--- src/rtl/hififo_pkg.sv ---
// Shared encodings for the hififo from-PC stream checker.
package hififo_pkg;

    typedef enum logic [1:0] {
        ST_IDLE  = 2'd0,
        ST_SYNC  = 2'd1,
        ST_CHECK = 2'd2,
        ST_HALT  = 2'd3
    } fpc_state_e;

    localparam int CTRL_EN_BIT       = 0;
    localparam int CTRL_CLR_BIT      = 1;
    localparam int CTRL_AUTOSEED_BIT = 2;
    localparam int CTRL_HALT_BIT     = 3;

    localparam logic [12:0] DEF_CTRL_ADDR = 13'd16;
    localparam logic [12:0] DEF_SEED_ADDR = 13'd17;

    localparam logic [15:0] LFSR_SEED = 16'hACE1;

    function automatic logic reads_fifo(fpc_state_e s);
        return (s == ST_SYNC) || (s == ST_CHECK);
    endfunction

endpackage

--- src/rtl/hififo_lfsr16.sv ---
// 16-bit Fibonacci LFSR (taps 16,14,13,11) producing a read-stall strobe.
module hififo_lfsr16
    import hififo_pkg::*;
(
    input  logic clock,
    input  logic reset,
    output logic stall_o
);

    logic [15:0] lfsr_q;
    logic [15:0] lfsr_d;
    logic        fb;

    always_comb begin
        fb     = lfsr_q[0] ^ lfsr_q[2] ^ lfsr_q[3] ^ lfsr_q[5];
        lfsr_d = {fb, lfsr_q[15:1]};
    end

    always_ff @(posedge clock) begin
        if (reset) begin
            lfsr_q <= LFSR_SEED;
        end else begin
            lfsr_q <= lfsr_d;
        end
    end

    assign stall_o = (lfsr_q[1:0] == 2'b00);

endmodule

--- config.mk ---
export PLATFORM = sky130hd
export DESIGN_NAME = hififo_lfsr16
export DESIGN_NICKNAME = d
export VERILOG_FILES = /design/src/rtl/hififo_pkg.sv /design/src/rtl/hififo_lfsr16.sv
export SDC_FILE = /design/constraint.sdc
export NUM_CORES = 1
export LEC_CHECK = 0
export BUFFER_PORTS_ARGS = -buffer_cell sky130_fd_sc_hd__buf_4
export CAP_MARGIN = 15
export CORE_AREA = 4 4 41 43
export CTS_CLUSTER_SIZE = 20
export DETAILED_ROUTE_END_ITERATION = 10
export DIE_AREA = 0 0 45 47
export GPL_ROUTABILITY_DRIVEN = 1
export PLACE_DENSITY = 0.54
export RECOVER_POWER = 25
export SLEW_MARGIN = 20
export SYNTH_ARGS = -nofsm -noshare
export SYNTH_HDL_FRONTEND = slang
export SYNTH_SLANG_ARGS = --single-unit
--- constraint.sdc ---
create_clock -name clock -period 0.8 [get_ports clock]
set_input_delay 0.08 -clock clock [delete_from_list [all_inputs] [get_ports clock]]
set_output_delay 0.08 -clock clock [all_outputs]
set_load 0.05 [all_outputs]
==> flow_summary_export.csv <==
group,metric,value,unit
outcome,status,"complete, but fails checks",
outcome,violations,"negative setup slack",
routing,dr.pass1.iters,2,
pwr,leakage,0.233,nW
grt,gr-usage-met1,10.0,%
final_layout,synthToLayoutAreaGrowth,24.4,%
flow_run,max_cap_viol_count,0,
synthesis,synth_top_area_share,69.4,%
timing,finalHoldViolations,0,
grt,grt_use_total,8.52,%
grt,grt_max_degree,17,
final_layout,drive_above_1_share,29.5,%
final_layout,layoutNonFillerInstCount,59,
timing,timing.slew.headroom,88.5,%
grt,antenna_found_initial,0,
die,coreArea,1300,um^2
pwr,swShare,19.8,%
pwr,power_density,2580,nW/um^2
final_layout,layout.cells.most_common_list,"dfxtp_1 (15), nor2b_1 (8), or2_1 (7)",
pwr,clkPwrFrac,33.7,%
grt,busiest_layer,"met2",
pwr,p_switching,295,uW
final_layout,multi_input_area,160,um^2
synthesis,syn_nets,39,
grt,grt_pass1_wl,1180,um
final_layout,largest_reg_flops,16,
pwr,seq_power_share,58.5,%
synthesis,synth.top_cells.by_area,"dfxtp_1 (69%), nor2b_1 (11%), or2_1 (9.5%), xor2_1 (3.8%), buf_6 (2.4%)",
grt,grt_use_met2,11.3,%
worst_setup_path,worst_r2r_endpoint,"lfsr_q[15]",
clock_network,htree_levels,1,
die,fp.dieH,47,um
routing,drt-vias-per-instance,3.98,
clock_network,cts_made_buffers,3,
synthesis,seq_area_frac_synth,69.4,%
placement,portBuffers,2,
worst_setup_path,crit-reg2reg-launch,"lfsr_q[0]",
clock_network,cts_root_buf,"clkbuf_4",
timing,fin_worst_skew,0.000416,ns
timing,setup_viol,2,
routing,final_antenna_net_count,0,
timing,max_slew.worst_pin.slew,0.173,ns
placement,dp_cells,54,
placement,place_ws,-0.0953,ns
final_layout,largest-register,"lfsr_q",
routing,wirelength,584,um
final_layout,nets,47,
clock_network,clkTransAtPathRegs,0.08,ns
worst_setup_path,end_kind,"primary output",
worst_setup_path,cp_max_fo,2,
synthesis,yosys.area_share.simple,22.5,%
worst_setup_path,cp-startpoint,"lfsr_q[0]",
pwr,p_comb_share,7.8,%
worst_setup_path,crit_end,"stall_o",
synthesis,synthMuxAreaShare,0,%
final_layout,diodes,0,
timing,fin_ws,-0.219,ns
placement,gp_congestion,0.626,
clock_network,cts_tree,"built",
worst_setup_path,r2r_slack,-0.13,ns
timing,fin_crit_sh,127,%
routing,post_drt_wl_per_cell,9.90,um
timing,clock.fmax,982,MHz
timing,min_period,1.02,ns
timing,worst_hold_slack,0.0678,ns
min_path,whs_path_depth,2,
die,die_w,45,um
timing,rsz0062_at_grt,"true",
clock_network,clkLatencyLatePin,0.27,ns
clock_network,clk_path_buf_depth,2,
timing,tns,-0.347,ns
clock_network,holdBufCountCts,0,
pwr,power,1.48,mW
synthesis,synth_top_family_by_area,"simple AND/OR/NAND/NOR gates",
pwr,p_int,1.19,mW
routing,drtIter0Drc,1,
synthesis,synth-compound-area-share,0,%
final_layout,n_fill_cell,137,
synthesis,synth_area,462,um^2
worst_setup_path,arrival,0.94,ns
synthesis,ys_ff_latch,16,
min_path,holdCritPathClass,"primary input to flip-flop",
worst_setup_path,rr_worst_depth,4,
grt,grt-ovfl-total,0,
die,row_count,13,
die,dieArea,2120,um^2
worst_setup_path,start_kind,"flip-flop",
worst_setup_path,crit_type,"flip-flop to primary output",
synthesis,synth.distinct_cells,8,
grt,met3_usage,4.60,%
placement,hpwlAfterDp,375,um
final_layout,top_regs,"lfsr_q: 16 flops",
die,start_util,35.5,%
final_layout,regArea,322,um^2
die,pin_count,3,
timing,maxSlewViolCount,0,
synthesis,ys.warnings.count,0,
synthesis,synth_xor_area_share,5.69,%
grt,grt_pass1_vias,251,
synthesis,synth_top_cell_by_area,"dfxtp_1",
final_layout,mostFrequentLayoutCell,"dfxtp_1",
pwr,vdd_ir_drop_max,1070,uV
synthesis,synth-adder-area-share,0,%
synthesis,avgSynthCellArea,12.5,um^2
clock_network,cts_sinks,16,
synthesis,syn_inst,37,
routing,vias,235,
worst_setup_path,cp.required,0.72,ns
routing,drc,0,
[final cells by class]
| cell class | count | area share (%) |
|---|---|---|
| clock buffer | 4 | 6.32 |
| multi-input combinational | 20 | 27.9 |
| sequential | 16 | 56.0 |
| tap | 15 | 3.27 |
| timing repair buffer | 4 | 6.54 |
[power groups by stage]
stage	clock, mW	combinational (mW)	sequential, mW
5_1_grt	0.573	0.129	0.877
3_3_place_gp	0	0.0869	0.884
6_report	0.501	0.116	0.868
3_5_place_dp	0	0.0933	0.883
4_1_cts	0.521	0.109	0.867
2_1_floorplan	0	0.0695	0.879
[kinds of logic after synthesis]
kind of cell | Yosys count
AND/OR/NAND/NOR | 17
flip-flops | 16
XOR/XNOR | 3
buffers and inverters | 1
[how the worst min path moves through the flow]
stage	start	end	slack, ns
final	reset	lfsr_q[1]	0.07
after global routing	reset	lfsr_q[8]	0.06
after CTS	reset	lfsr_q[1]	0.06
after detailed placement	reset	lfsr_q[8]	0.36
after global placement	reset	lfsr_q[1]	0.35
after floorplan	reset	lfsr_q[12]	0.15
[Yosys cell counts]
cell type	instances
dfxtp_1	16
buf_6	1
or2_1	7
xnor2_1	1
nand2b_1	1
xor2_1	2
nor2_1	1
nor2b_1	8
[critical path, cell delays in order, from the launching register on]
cell and delay, ns:
dfxtp_2 0.33, buf_6 0.11, nor2_4 0.07, buf_6 0.16
[stage by stage]
| stage | instance area [um^2] | utilization, % |
|---|---|---|
| 3_5_place_dp | 494 | 38.0 |
| 2_1_floorplan | 464 | - |
| 6_report | 574 | 44.1 |
| 5_1_grt | 574 | 44.1 |
| 4_1_cts | 559 | 43.0 |
| 3_3_place_gp | 494 | 38.0 |
[what timing repair did]
action	in CTS	in global routing
resized for setup	5	2
endpoints found under the hold margin	0	0
setup endpoints to repair	2	2
pin swaps	1	0
setup buffers	1	0
[layer usage]
metal  part of all wire [%]  vias up
li1                       -      122
met1                     48      111
met2                     49        2
met3                    3.1        0
met4                      0        0
met5                      0        -
Note: power is estimated with default switching activity, not from simulation.
